$ cat src/rtl/fft_mag_writer.sv
// rtl/fft_mag_writer.sv - FFT magnitude to 8-bit display buffer frame writer (optional log mode: FFT_MAG_LOG_EN)
module fft_mag_writer #(
    parameter int N_BINS     = 1024,
    parameter int SHIFT      = 9,
    parameter int CONTINUOUS = 0
) (
    input  logic        adc_clk,
    input  logic        rst_n,
    input  logic        s_valid,
    input  logic [15:0] s_re,
    input  logic [15:0] s_im,
    input  logic        s_last,
    output logic        s_ready,
    input  logic        frame_req,
    output logic        frame_busy,
    output logic        frame_done,
    output logic        short_frame,
    output logic        fft_buf_wr,
    output logic [9:0]  fft_buf_addr,
    output logic [7:0]  fft_buf_data
);

    typedef enum logic [1:0] {
        S_IDLE    = 2'd0,
        S_SYNC    = 2'd1,
        S_CAPTURE = 2'd2,
        S_FLUSH   = 2'd3
    } state_t;

    localparam logic [9:0] LAST_BIN = 10'(N_BINS - 1);

    state_t      r_state;
    logic        r_ready;
    logic [9:0]  r_bin_cnt;
    logic        r_short;
    logic        r_done;

    logic        r_s1_v;
    logic [16:0] r_s1_a;
    logic [16:0] r_s1_b;
    logic [9:0]  r_s1_addr;

    logic        r_s2_v;
    logic [17:0] r_s2_mag;
    logic [9:0]  r_s2_addr;

    logic        r_wr;
    logic [9:0]  r_addr;
    logic [7:0]  r_data;

    logic        w_accept;
    logic        w_load;
    logic [16:0] w_re_ext;
    logic [16:0] w_im_ext;
    logic [16:0] w_abs_re;
    logic [16:0] w_abs_im;
    logic [16:0] w_max;
    logic [16:0] w_min;
    logic [17:0] w_mag;
    logic [7:0]  w_s3_data;

    assign w_accept = s_valid && r_ready;
    assign w_load   = w_accept && (r_state == S_CAPTURE);

    // Sign-extend to 17 bits so that |-32768| = 32768 fits without wrapping
    assign w_re_ext = {s_re[15], s_re};
    assign w_im_ext = {s_im[15], s_im};
    assign w_abs_re = s_re[15] ? (~w_re_ext + 17'd1) : w_re_ext;
    assign w_abs_im = s_im[15] ? (~w_im_ext + 17'd1) : w_im_ext;

    // Alpha-max-plus-beta-min with alpha=1, beta=1/2
    assign w_max = (r_s1_a >= r_s1_b) ? r_s1_a : r_s1_b;
    assign w_min = (r_s1_a >= r_s1_b) ? r_s1_b : r_s1_a;
    assign w_mag = {1'b0, w_max} + {2'b00, w_min[16:1]};

`ifdef FFT_MAG_LOG_EN
    logic [4:0] w_lead;
    logic [2:0] w_mant;

    // Position of the most significant set bit of the magnitude
    always_comb begin
        w_lead = 5'd0;
        for (int i = 0; i < 18; i++) begin
            if (r_s2_mag[i]) begin
                w_lead = 5'(i);
            end
        end
    end

    // Shifting the zero-padded magnitude by the lead index lands the three
    // bits below the leading one in [2:0], with zero fill when lead < 3
    assign w_mant    = 3'({r_s2_mag, 3'b000} >> w_lead);
    assign w_s3_data = {w_lead, w_mant};
`else
    logic [17:0] w_shifted;

    assign w_shifted = r_s2_mag >> SHIFT;
    assign w_s3_data = (|w_shifted[17:8]) ? 8'd255 : w_shifted[7:0];
`endif

    // Three-stage magnitude pipeline; valid bits advance every cycle so gaps become write bubbles
    always_ff @(posedge adc_clk or negedge rst_n) begin
        if (!rst_n) begin
            r_s1_v    <= 1'b0;
            r_s1_a    <= '0;
            r_s1_b    <= '0;
            r_s1_addr <= '0;
            r_s2_v    <= 1'b0;
            r_s2_mag  <= '0;
            r_s2_addr <= '0;
            r_wr      <= 1'b0;
            r_addr    <= '0;
            r_data    <= '0;
        end else begin
            r_s1_v <= w_load;
            if (w_load) begin
                r_s1_a    <= w_abs_re;
                r_s1_b    <= w_abs_im;
                r_s1_addr <= r_bin_cnt;
            end
            r_s2_v <= r_s1_v;
            if (r_s1_v) begin
                r_s2_mag  <= w_mag;
                r_s2_addr <= r_s1_addr;
            end
            r_wr <= r_s2_v;
            if (r_s2_v) begin
                r_addr <= r_s2_addr;
                r_data <= w_s3_data;
            end
        end
    end

    // Frame capture FSM: arm, align to the FFT frame boundary, count bins, drain pipeline
    always_ff @(posedge adc_clk or negedge rst_n) begin
        if (!rst_n) begin
            r_state   <= S_IDLE;
            r_ready   <= 1'b0;
            r_bin_cnt <= '0;
            r_short   <= 1'b0;
            r_done    <= 1'b0;
        end else begin
            r_ready <= 1'b1;
            r_done  <= 1'b0;
            case (r_state)
                S_IDLE: begin
                    if (frame_req || (CONTINUOUS != 0)) begin
                        r_state <= S_SYNC;
                        r_short <= 1'b0;
                    end
                end
                S_SYNC: begin
                    if (w_accept && s_last) begin
                        r_state   <= S_CAPTURE;
                        r_bin_cnt <= '0;
                    end
                end
                S_CAPTURE: begin
                    if (w_accept) begin
                        r_bin_cnt <= r_bin_cnt + 10'd1;
                        if (r_bin_cnt == LAST_BIN) begin
                            r_state <= S_FLUSH;
                        end else if (s_last) begin
                            r_state <= S_FLUSH;
                            r_short <= 1'b1;
                        end
                    end
                end
                S_FLUSH: begin
                    // The final write is on the bus when only stage 3 is still occupied
                    if (!r_s1_v && !r_s2_v && r_wr) begin
                        r_done  <= 1'b1;
                        r_state <= S_IDLE;
                    end
                end
                default: r_state <= S_IDLE;
            endcase
        end
    end

    assign s_ready      = r_ready;
    assign frame_busy   = (r_state != S_IDLE);
    assign frame_done   = r_done;
    assign short_frame  = r_short;
    assign fft_buf_wr   = r_wr;
    assign fft_buf_addr = r_addr;
    assign fft_buf_data = r_data;

endmodule

$ cat config.mk
export PLATFORM = sky130hd
export DESIGN_NAME = fft_mag_writer
export DESIGN_NICKNAME = d
export VERILOG_FILES = /design/src/rtl/fft_mag_writer.sv
export SDC_FILE = /design/constraint.sdc
export NUM_CORES = 1
export LEC_CHECK = 0
export BUFFER_PORTS_ARGS = -buffer_cell sky130_fd_sc_hd__buf_2
export CAP_MARGIN = 20
export CORE_MARGIN = 2
export CORE_UTILIZATION = 48
export CTS_BUF_LIST = sky130_fd_sc_hd__clkbuf_8
export DETAILED_ROUTE_END_ITERATION = 12
export PLACE_DENSITY_LB_ADDON = 0.25
export SLEW_MARGIN = 0
export SYNTH_ARGS = -nofsm -noshare
export SYNTH_HDL_FRONTEND = slang
export SYNTH_SLANG_ARGS = --single-unit
$ cat constraint.sdc
create_clock -name adc_clk -period 5.4 [get_ports adc_clk]
set_input_delay 1.35 -clock adc_clk [delete_from_list [all_inputs] [get_ports adc_clk]]
set_output_delay 1.35 -clock adc_clk [all_outputs]
set_load 0.005 [all_outputs]
==> summary.txt, run 1 <==
Outcome
  – Status: finished with violations
  – Failing checks: DRC

GRT
  – Vias in the first global route: 4178
  – Largest net degree at the start of global routing: 76
  – GRT overflow: 0
  – Global-route usage over all layers: 19.8%
  – Initial antenna violation count: 0
  – First-pass GRT wire length: 20.1 mm

Floorplan
  – Core area: 11500 um^2
  – Chip height: 113 um
  – Die area: 12700 um^2
  – Die span in x: 113 um
  – I/O pin cnt: 60
  – Standard-cell row count: 39
  – Starting Density: 49.4%

Timing
  – Unrepaired setup endpoints after global routing: no
  – Slew HR: 37.1%
  – Worst-margin pin slew: 0.944 ns
  – Fin Setup TNS: 0 ns
  – Tcrit/Tclk final: 87.5%
  – Setup violators final: 0
  – Slew Viols, Final: 0
  – Fin crit period: 4.73 ns
  – Hold slack: 0.482 ns
  – Max Clock Skew: 0.0166 ns
  – Max Clk Rate: 212 MHz
  – Final hold vios: 0
  – Fin worst setup slack: 0.673 ns

Place
  – Setup WS pre-CTS: 0.774 ns
  – Port bufs: 59
  – Post-Place Cells: 793
  – DP Wirelength: 8.91 mm
  – Placer congestion estimate: 0.886

Logic synthesis
  – Yosys warns: 0
  – Sequential area share after synthesis: 43.5%
  – Avg Cell Area, Syn: 9.33 um^2
  – Area of the mapped netlist: 5690 um^2
  – Unique masters post-synth: 46
  – Post-Syn Instances: 610
  – #FFs+latches synth: 99
  – Net count after synthesis: 687

Detailed routing
  – Vias/cell: 5.45
  – Final WL: 12.0 mm
  – Drt first-iter violations: 263
  – Via count: 4412
  – Drt first pass iters: 9
  – DRC viols: 1
  – Per-cell routed wire length: 14.9 um
  – Final ANT Viol Nets: 0

CTS
  – H-tree Lvls: 3
  – Hold buffer count at CTS: 0
  – Post-cts sizing count: 0
  – Worst-skew pair later-pin latency: 0.39 ns
  – Register clock-pin slew on the reported worst setup and hold paths: 0.10 ns
  – Root buf cell: clkbuf_8
  – Inserted Clock Buffers: 9
  – CTS tree: done
  – CTS Buffer Depth: 2
  – Clock sinks: 99
  – Post-CTS Setup Bufs: 0

Cells and area
  – Area Overhead vs Synth: 11.0%
  – Final nets: 738
  – Fin util: 54.8%
  – Leading cell type in the layout, fill and taps excluded: nand2_1
  – Inserted Diodes: 0
  – Non-Filler Instances: 809
  – Commonest non-fill, non-tap cells in the layout: 104 x nand2_1, 99 x dfrtp_1, 66 x o21ai_0
  – Share of layout cells above drive strength 1: 18.8%

Hold path
  – Hold EP: r_s1_addr[0]$_DFFE_PN0P_
  – Hold path startpoint: r_s1_addr[0]$_DFFE_PN0P_
  – WHS Path Cells: 2
  – Worst hold path type: flop to flop

Power and ir drop
  – Flop pwr share: 31.3%
  – Worst vdd ir: 300 uV
  – P_leak: 3.14 nW
  – Switching share of power: 43.7%
  – Share of power burned in combinational logic: 56.1%
  – Clock power share: 12.6%
  – Int Pwr: 2.11 mW
  – P_sw: 1.64 mW
  – P per Cell Area: 593 nW/um^2

Worst setup path
  – Reg-to-reg slack, setup: 0.67 ns
  – Crit end category: flop
  – Arr. time, crit path: 5.00 ns
  – Setup crit start kind: flop
  – Crit Path Class: flop to flop
  – Worst R2R Start: r_s1_a[0]$_DFFE_PN0P_
  – WP data required: 5.68 ns
  – Worst R2R End: r_s2_mag[15]$_DFFE_PN0P_
  – Cells on worst reg2reg path: 19
  – Crit path max fanout: 28

Flow run
  – MaxCap Viol Count: 0
==> kinds of logic (layout without fill, tap and decap cells) <==
kind of cell | count (synthesis) | after routing | share of synthesized area [%]
fa+ha+maj | 40 | 40 | 8.80
mux | 47 | 47 | 9.26
simple gates | 197 | 197 | 15.2
buf+inv | 57 | 113 | 3.76
other cells | 1 | 1 | 0.0659
flops | 99 | 99 | 43.5
compound gates | 133 | 133 | 13.8
xor+xnor | 36 | 36 | 5.54
==> registers in the layout, indices dropped and copies added (netlist names), 2 cells and up <==
| register | count |
|---|---|
| r_s1_a | 17 |
| r_s1_b | 17 |
| fft_buf_addr | 10 |
| r_bin_cnt | 10 |
| r_s1_addr | 10 |
| r_s2_addr | 10 |
| r_s2_mag | 9 |
| fft_buf_data | 8 |
| r_state | 2 |
==> worst max-delay path, stage by stage (launching register included) <==
cell,delay (ns)
dfrtp_1,0.38
inv_1,0.05
ha_1,0.28
nor2b_1,0.04
o21ai_1,0.14
a31oi_1,0.11
o21ai_1,0.15
a31o_1,0.79
buf_4,0.36
mux2_2,0.37
ha_1,0.34
nand4_1,0.15
a211oi_1,0.44
a21oi_1,0.16
o211ai_1,0.14
a21oi_1,0.13
o211ai_2,0.10
a21oi_1,0.10
xnor2_1,0.12
mux2_2,0.25
==> worst max-delay path by stage <==
stage,startpoint,end,slack [ns],depth (start not counted)
2_1_floorplan,r_s1_a[15]$_DFFE_PN0P_,r_s2_mag[16]$_DFFE_PN0P_,1.52,19
3_3_place_gp,r_s1_a[2]$_DFFE_PN0P_,r_s2_mag[16]$_DFFE_PN0P_,1.02,18
3_5_place_dp,r_s1_a[0]$_DFFE_PN0P_,r_s2_mag[15]$_DFFE_PN0P_,0.77,19
4_1_cts,r_s1_a[0]$_DFFE_PN0P_,r_s2_mag[16]$_DFFE_PN0P_,0.74,19
5_1_grt,r_s1_a[12]$_DFFE_PN0P_,r_s2_mag[16]$_DFFE_PN0P_,0.29,17
6_report,r_s1_a[0]$_DFFE_PN0P_,r_s2_mag[15]$_DFFE_PN0P_,0.67,19
==> final cells by class <==
| type | instances | area, um^2 |
|---|---|---|
| clock buffer | 12 | 165 |
| fill | 1056 | 5200 |
| clock inverter | 4 | 30.0 |
| inverter | 33 | 124 |
| timing repair buffer | 64 | 335 |
| tap | 143 | 179 |
| sequential | 99 | 2480 |
| multi-input combinational | 454 | 3000 |
==> layer usage <==
| layer | wire, um | vias up | share of wire, % | track usage (%) |
|---|---|---|---|---|
| li1 | - | 2213 | - | - |
| met1 | 6030 | 2079 | 50 | 28.8 |
| met2 | 5210 | 101 | 43 | 29.4 |
| met3 | 542 | 19 | 4.5 | 3.86 |
| met4 | 235 | 0 | 2.0 | 7.32 |
| met5 | 0 | - | 0 | 0 |
==> per-stage QoR <==
stage	instance area [um^2]	power, mW
after global routing	6310	4.08
after CTS	6310	3.74
final	6310	3.74
after detailed placement	6120	3.25
after global placement	6120	3.16
after floorplan	5690	2.73
==> power by group through the flow <==
stage          Clock (mW)  Combinational [mW]  Sequential [mW]
2_1_floorplan           0                1.62             1.11
4_1_cts             0.489                2.08             1.17
6_report            0.472                2.10             1.17
3_3_place_gp            0                1.99             1.17
3_5_place_dp            0                2.06             1.18
5_1_grt             0.519                2.36             1.20
==> synthesized netlist by cell type (all sizes together) <==
| library cell | instances | share of area [%] |
|---|---|---|
| a221o | 1 | 0.18 |
| o41ai | 3 | 0.46 |
| xor2 | 31 | 4.8 |
| and2 | 1 | 0.11 |
| nor2 | 38 | 2.5 |
| nand3 | 12 | 1.1 |
| buf | 8 | 0.53 |
| conb | 1 | 0.066 |
| a211oi | 2 | 0.26 |
| nand4 | 4 | 0.44 |
| o31ai | 6 | 0.79 |
| o2111ai | 1 | 0.15 |
| clkbuf | 16 | 1.1 |
| nand3b | 1 | 0.13 |
| nor4 | 3 | 0.33 |
| nor2b | 5 | 0.55 |
| o211ai | 2 | 0.35 |
| inv | 33 | 2.2 |
| mux2i | 5 | 0.88 |
| xnor2 | 5 | 0.77 |
| o32a | 1 | 0.18 |
| o22ai | 1 | 0.11 |
| ha | 40 | 8.8 |
| nand2b | 7 | 0.77 |
| a31oi | 5 | 0.55 |
| nand2 | 104 | 6.9 |
| or3 | 3 | 0.33 |
| a21oi | 28 | 2.5 |
| or4 | 4 | 0.53 |
| a32o | 1 | 0.18 |
| o41a | 1 | 0.20 |
| nor3 | 8 | 0.70 |
| o21ai | 70 | 6.4 |
| mux2 | 42 | 8.4 |
| and3 | 4 | 0.44 |
| a211o | 3 | 0.46 |
| a31o | 2 | 0.31 |
| a21o | 5 | 0.66 |
| dfrtp | 99 | 44 |
| a22o | 1 | 0.15 |
| and4 | 3 | 0.46 |
Power figures use the tool's default switching activity.
==> run 2, diff against run 1 <==
--- a/config.mk
+++ b/config.mk
@@ -7,8 +7,10 @@
 export LEC_CHECK = 0
 export BUFFER_PORTS_ARGS = -buffer_cell sky130_fd_sc_hd__buf_2
 export CAP_MARGIN = 20
+export CELL_PAD_IN_SITES_DETAIL_PLACEMENT = 1
+export CELL_PAD_IN_SITES_GLOBAL_PLACEMENT = 1
 export CORE_MARGIN = 2
-export CORE_UTILIZATION = 48
+export CORE_UTILIZATION = 47
 export CTS_BUF_LIST = sky130_fd_sc_hd__clkbuf_8
 export DETAILED_ROUTE_END_ITERATION = 12
 export PLACE_DENSITY_LB_ADDON = 0.25
==> summary.txt, run 2 (synthesis results as in run 1) <==
Outcome
  – Status: finished, final reports clean (was finished with violations)

GRT
  – First-pass GRT wire length: 23.3 mm (was 20.1 mm)
  – Vias in the first global route: 4776 (was 4178)
  – Largest net degree at the start of global routing: 64 (was 76)
  – Initial antenna violation count: 0 (unchanged)
  – Global-route usage over all layers: 22.8% (was 19.8%)
  – GRT overflow: 0 (unchanged)

Timing
  – Tcrit/Tclk final: 86.9% (was 87.5%)
  – Setup violators final: 0 (unchanged)
  – Max Clk Rate: 213 MHz (was 212 MHz)
  – Fin crit period: 4.69 ns (was 4.73 ns)
  – Fin Setup TNS: 0 ns (unchanged)
  – Final hold vios: 0 (unchanged)
  – Slew Viols, Final: 0 (unchanged)
  – Unrepaired setup endpoints after global routing: no (unchanged)
  – Max Clock Skew: 0.0178 ns (was 0.0166 ns)
  – Slew HR: 29.4% (was 37.1%)
  – Worst-margin pin slew: 1.06 ns (was 0.944 ns)
  – Fin worst setup slack: 0.707 ns (was 0.673 ns)

Worst setup path
  – Most common cell on crit path: a21oi_1 (unchanged)
  – Crit path max fanout: 32 (was 28)
  – Crit path launch: r_s1_b[12]$_DFFE_PN0P_ (was r_s1_a[0]$_DFFE_PN0P_)
  – Arr. time, crit path: 4.96 ns (was 5.00 ns)
  – Delay-heaviest family, CP: compound AO/OA/AOI/OAI gates (unchanged)
  – Buf+Inv Stages, Crit Path: 2 (unchanged)
  – Worst R2R Start: r_s1_b[12]$_DFFE_PN0P_ (was r_s1_a[0]$_DFFE_PN0P_)
  – Crit end category: flop (unchanged)
  – Crit Path Class: flop to flop (unchanged)
  – WP data required: 5.67 ns (was 5.68 ns)
  – Setup crit start kind: flop (unchanged)
  – Slowest cell on crit path: a31o_1 (unchanged)
  – Critical path cell sequence: inv_1, ha_1, nand2_1, o21ai_0, a221o_1, a31o_1, buf_4, o21ai_0, ha_1, nand4_1, a211oi_1, a21oi_1, o211ai_1, a21oi_1, o211ai_2, a21oi_1, xnor2_1, mux2_2 (was inv_1, ha_1, nor2b_1, o21ai_1, a31oi_1, o21ai_1, a31o_1, buf_4, mux2_2, ha_1, nand4_1, a211oi_1, a21oi_1, o211ai_1, a21oi_1, o211ai_2, a21oi_1, xnor2_1, mux2_2)
  – Worst stage delay on the critical path: 0.82 ns (was 0.79 ns)

Floorplan
  – Starting Density: 47.8% (was 49.4%)
  – Core area: 11900 um^2 (was 11500 um^2)
  – Die area: 13000 um^2 (was 12700 um^2)
  – Die span in x: 114 um (was 113 um)
  – Chip height: 114 um (was 113 um)
  – Standard-cell row count: 40 (was 39)
  – I/O pin cnt: 60 (unchanged)

Cells and area
  – Area Overhead vs Synth: 11.3% (was 11.0%)
  – Non-Filler Instances: 814 (was 809)
  – Leading cell type in the layout, fill and taps excluded: nand2_1 (unchanged)
  – Commonest non-fill, non-tap cells in the layout: 104 x nand2_1, 99 x dfrtp_1, 66 x o21ai_0 (unchanged)
  – Design area: 6330 um^2 (was 6310 um^2)
  – Leading registers by flop count: r_s1_a (17), r_s1_b (17) (unchanged)
  – Inserted Diodes: 0 (unchanged)
  – Final nets: 739 (was 738)
  – Fin util: 53.2% (was 54.8%)
  – Share of layout cells above drive strength 1: 18.9% (was 18.8%)

Hold path
  – Worst hold path type: flop to flop (unchanged)
  – Hold path startpoint: r_s1_addr[4]$_DFFE_PN0P_ (was r_s1_addr[0]$_DFFE_PN0P_)

Detailed routing
  – Per-cell routed wire length: 17.1 um (was 14.9 um)
  – Drt first-iter violations: 183 (was 263)
  – Vias/cell: 5.50 (was 5.45)
  – Drt first pass iters: 4 (was 9)
  – DRC viols: 0 (was 1)
  – Final ANT Viol Nets: 0 (unchanged)
  – Final WL: 13.9 mm (was 12.0 mm)
  – Via count: 4481 (was 4412)

CTS
  – CTS tree: done (unchanged)
  – Post-cts sizing count: 0 (unchanged)
  – Inserted Clock Buffers: 9 (unchanged)
  – H-tree Lvls: 3 (unchanged)
  – Register clock-pin slew on the reported worst setup and hold paths: 0.11 ns (was 0.10 ns)
  – Hold buffer count at CTS: 0 (unchanged)
  – Root buf cell: clkbuf_8 (unchanged)
  – CTS Buffer Depth: 2 (unchanged)
  – Post-CTS Setup Bufs: 0 (unchanged)
  – Clock sinks: 99 (unchanged)
  – Worst-skew pair later-pin latency: 0.38 ns (was 0.39 ns)

Flow run
  – MaxCap Viol Count: 0 (unchanged)

Place
  – Dpl cell area: 6130 um^2 (was 6120 um^2)
  – Post-Place Cells: 798 (was 793)
  – Setup WS pre-CTS: 0.812 ns (was 0.774 ns)
  – DP Wirelength: 10.5 mm (was 8.91 mm)
  – Port bufs: 59 (unchanged)
  – Placer congestion estimate: 0.818 (was 0.886)

Power and ir drop
  – P_leak: 3.15 nW (was 3.14 nW)
  – P per Cell Area: 610 nW/um^2 (was 593 nW/um^2)
  – Worst vdd ir: 235 uV (was 300 uV)
[run 2: changes by cell type in the layout (fill, tap and decap cells not counted)]
cell,previous run,this run
buf_4,6,7
clkinv_2,0,1
clkbuf_8,12,9
inv_6,2,0
clkinvlp_4,0,1
inv_8,0,2
bufinv_16,0,1
[run 2: power by group]
part	leakage [nW]	switching, mW	internal [mW]
sequential	1.29	0.220	0.966
clock	0.104	0.276	0.219
combinational	1.75	1.24	0.940
[run 2: final timing paths]
kind	depth (start not counted)	slack (ns)	endpoint
max in group asynchronous	2	3.32	r_s1_v$_DFF_PN0_
min in group asynchronous	1	1.01	r_s1_b[7]$_DFFE_PN0P_
max reg2reg	18	0.71	r_s2_mag[15]$_DFFE_PN0P_
min reg2reg	2	0.49	r_s1_addr[4]$_DFFE_PN0P_
min	2	0.49	r_s1_addr[4]$_DFFE_PN0P_
max	18	0.71	r_s2_mag[15]$_DFFE_PN0P_
[run 2: worst min-delay path: stages, from the launching register on]
cell and delay (ns):
dfrtp_1 0.35, nand2_1 0.05, nand2_1 0.05
[run 2: final cells by class]
| type | count | area, um^2 |
|---|---|---|
| fillers | 1406 | 5580 |
| well taps | 147 | 184 |
| clock buffers | 9 | 124 |
| inverters | 33 | 124 |
| flip-flops and latches | 99 | 2480 |
| multi-input cells | 454 | 3000 |
| clock inverters | 7 | 77.6 |
| repair buffers | 65 | 343 |
[run 2: metal layers]
| metal | track usage [%] | share of wire, % | up-vias |
|---|---|---|---|
| li1 | - | - | 2207 |
| met1 | 29.9 | 47 | 2197 |
| met3 | 3.72 | 2.8 | 12 |
| met4 | 6.99 | 1.2 | 0 |
| met5 | 0 | 0 | - |
| met2 | 39.0 | 49 | 65 |
[run 2: per-stage QoR]
step	total power, mW	hold slack [ns]
after floorplan	2.73	0.352
after global placement	3.22	0.460
after detailed placement	3.36	0.461
after CTS	3.88	0.490
after global routing	4.22	0.508
final	3.86	0.485
==> run 3, diff against run 2 <==
==> constraint.sdc (replaced) <==
create_clock -name adc_clk -period 5.3 [get_ports adc_clk]
set_input_delay 1.325 -clock adc_clk [delete_from_list [all_inputs] [get_ports adc_clk]]
set_output_delay 1.325 -clock adc_clk [all_outputs]
set_load 0.005 [all_outputs]
==> summary.txt, run 3 (synthesis results as in run 1) <==
Cells and area
  – Area Overhead vs Synth: 11.3% (about the same)
  – Fillers: 1415 (was 1406)
  – Leading registers by flop count: r_s1_a (17), r_s1_b (17) (unchanged)
  – Leading cell type in the layout, fill and taps excluded: nand2_1 (unchanged)
  – Design area: 6330 um^2 (about the same)
  – Final nets: 739 (unchanged)
  – Share of layout cells above drive strength 1: 18.8% (was 18.9%)
  – Commonest non-fill, non-tap cells in the layout: 104 x nand2_1, 99 x dfrtp_1, 66 x o21ai_0 (unchanged)
  – Inserted Diodes: 0 (unchanged)
  – Fin util: 53.2% (about the same)
  – Non-Filler Instances: 813 (was 814)

Floorplan
  – Core area: 11900 um^2 (unchanged)
  – Chip height: 114 um (unchanged)
  – Starting Density: 47.8% (unchanged)
  – Standard-cell row count: 40 (unchanged)
  – Die span in x: 114 um (unchanged)
  – Die area: 13000 um^2 (unchanged)
  – I/O pin cnt: 60 (unchanged)

Timing
  – Unrepaired setup endpoints after global routing: no (unchanged)
  – Worst-margin pin slew: 1.02 ns (was 1.06 ns)
  – Fin worst setup slack: 0.687 ns (was 0.707 ns)
  – Setup violators final: 0 (unchanged)
  – Tcrit/Tclk final: 87.0% (was 86.9%)
  – Final hold vios: 0 (unchanged)
  – Fin Setup TNS: 0 ns (unchanged)
  – Slew HR: 32.0% (was 29.4%)
  – Slew Viols, Final: 0 (unchanged)
  – Fin crit period: 4.61 ns (was 4.69 ns)
  – Max Clock Skew: 0.0211 ns (was 0.0178 ns)
  – Max Clk Rate: 217 MHz (was 213 MHz)
  – Hold slack: 0.479 ns (was 0.485 ns)

Worst setup path
  – Most common cell on crit path: a21oi_1 (unchanged)
  – Reg-to-reg slack, setup: 0.69 ns (was 0.71 ns)
  – Crit end category: flop (unchanged)
  – Crit path max fanout: 32 (unchanged)
  – WP data required: 5.61 ns (was 5.67 ns)
  – Critical path cell sequence: ha_1, nand2_1, o21ai_0, a221o_1, a31o_1, mux2_2, ha_1, a21o_1, a21o_1, a21oi_1, o211ai_1, a21oi_1, o21ai_0, o41a_1, xor2_1, a21oi_1 (was inv_1, ha_1, nand2_1, o21ai_0, a221o_1, a31o_1, buf_4, o21ai_0, ha_1, nand4_1, a211oi_1, a21oi_1, o211ai_1, a21oi_1, o211ai_2, a21oi_1, xnor2_1, mux2_2)
  – Buf+Inv Stages, Crit Path: 0 (was 2)
  – Crit Path Class: flop to flop (unchanged)
  – Slowest cell on crit path: a31o_1 (unchanged)
  – Arr. time, crit path: 4.92 ns (was 4.96 ns)
  – Worst stage delay on the critical path: 0.80 ns (was 0.82 ns)
  – Setup crit start kind: flop (unchanged)
  – Delay-heaviest family, CP: compound AO/OA/AOI/OAI gates (unchanged)

CTS
  – Clock sinks: 99 (unchanged)
  – CTS Buffer Depth: 2 (unchanged)
  – Hold buffer count at CTS: 0 (unchanged)
  – Worst-skew pair later-pin latency: 0.39 ns (was 0.38 ns)
  – H-tree Lvls: 3 (unchanged)
  – Post-CTS Setup Bufs: 0 (unchanged)
  – Inserted Clock Buffers: 9 (unchanged)
  – Root buf cell: clkbuf_8 (unchanged)
  – CTS tree: done (unchanged)
  – Register clock-pin slew on the reported worst setup and hold paths: 0.10 ns (was 0.11 ns)
  – Post-cts sizing count: 0 (unchanged)

Power and ir drop
  – Worst vdd ir: 259 uV (was 235 uV)
  – P_leak: 3.15 nW (about the same)
  – P per Cell Area: 617 nW/um^2 (was 610 nW/um^2)
  – Design Power: 3.91 mW (was 3.86 mW)

Detailed routing
  – Final WL: 13.8 mm (was 13.9 mm)
  – Vias/cell: 5.60 (was 5.50)
  – Per-cell routed wire length: 17.0 um (was 17.1 um)
  – Drt first-iter violations: 189 (was 183)
  – Final ANT Viol Nets: 0 (unchanged)
  – Via count: 4556 (was 4481)
  – Drt first pass iters: 4 (unchanged)
  – DRC viols: 0 (unchanged)

Place
  – Dpl cell area: 6130 um^2 (unchanged)
  – DP Wirelength: 10.6 mm (was 10.5 mm)
  – Post-Place Cells: 798 (unchanged)
  – Setup WS pre-CTS: 0.705 ns (was 0.812 ns)
  – Port bufs: 59 (unchanged)
  – Placer congestion estimate: 0.825 (was 0.818)

GRT
  – GR Layer Usage met3: 3.08% (was 3.72%)
  – M1 GR Usage: 30.2% (was 29.9%)
  – Largest net degree at the start of global routing: 74 (was 64)
  – Met2 global-route usage: 38.3% (was 39.0%)
  – GR peak layer: met2 (unchanged)
  – GRT overflow: 0 (unchanged)
  – Vias in the first global route: 4809 (was 4776)
  – First-pass GRT wire length: 23.1 mm (was 23.3 mm)
  – Initial antenna violation count: 0 (unchanged)
  – Global-route usage over all layers: 22.7% (was 22.8%)

Hold path
  – Worst hold path type: flop to flop (unchanged)

Outcome
  – Status: finished, final reports clean (unchanged)

Flow run
  – MaxCap Viol Count: 0 (unchanged)
## run 3: changes by cell type in the layout (fill, tap and decap cells not counted), sizes merged
cell,before,now
clkbuf,9,10
clkinv,2,1
clkinvlp,1,0
## run 3: final cells by class
class                   count  area (um^2)  share of cell area, %
clock buffers              10          138                   2.17
multi-input cells         454         3000                   47.4
clock inverters             5         62.6                  0.988
repair buffers             65          343                   5.42
flip-flops and latches     99         2480                   39.1
inverters                  33          124                   1.96
well taps                 147          184                   2.91
## run 3: path summary, 6_finish.rpt
check | startpoint | endpoint | cells past startpoint
worst max-delay path | r_s1_a[12]$_DFFE_PN0P_ | r_s2_mag[16]$_DFFE_PN0P_ | 16
worst min-delay path | r_s1_addr[8]$_DFFE_PN0P_ | r_s1_addr[8]$_DFFE_PN0P_ | 2
worst max register to register | r_s1_a[12]$_DFFE_PN0P_ | r_s2_mag[16]$_DFFE_PN0P_ | 16
worst min register to register | r_s1_addr[8]$_DFFE_PN0P_ | r_s1_addr[8]$_DFFE_PN0P_ | 2
max in group asynchronous | rst_n | fft_buf_addr[5]$_DFFE_PN0P_ | 2
min in group asynchronous | rst_n | r_s1_b[7]$_DFFE_PN0P_ | 1
## run 3: routing by layer
metal | up-vias | wire length, um
li1 | 2216 | -
met5 | - | 0
met3 | 16 | 458
met2 | 71 | 6600
met4 | 0 | 226
met1 | 2253 | 6520
## run 3: power breakdown
part / switching (mW) / internal, mW
Clock: 0.276 / 0.233
Combinational: 1.24 / 0.958
Sequential: 0.219 / 0.984
## run 3: worst min-delay path, stage by stage, from the launching register on
cell	delay, ns
dfrtp_1	0.35
nand2_1	0.05
nand2_1	0.05
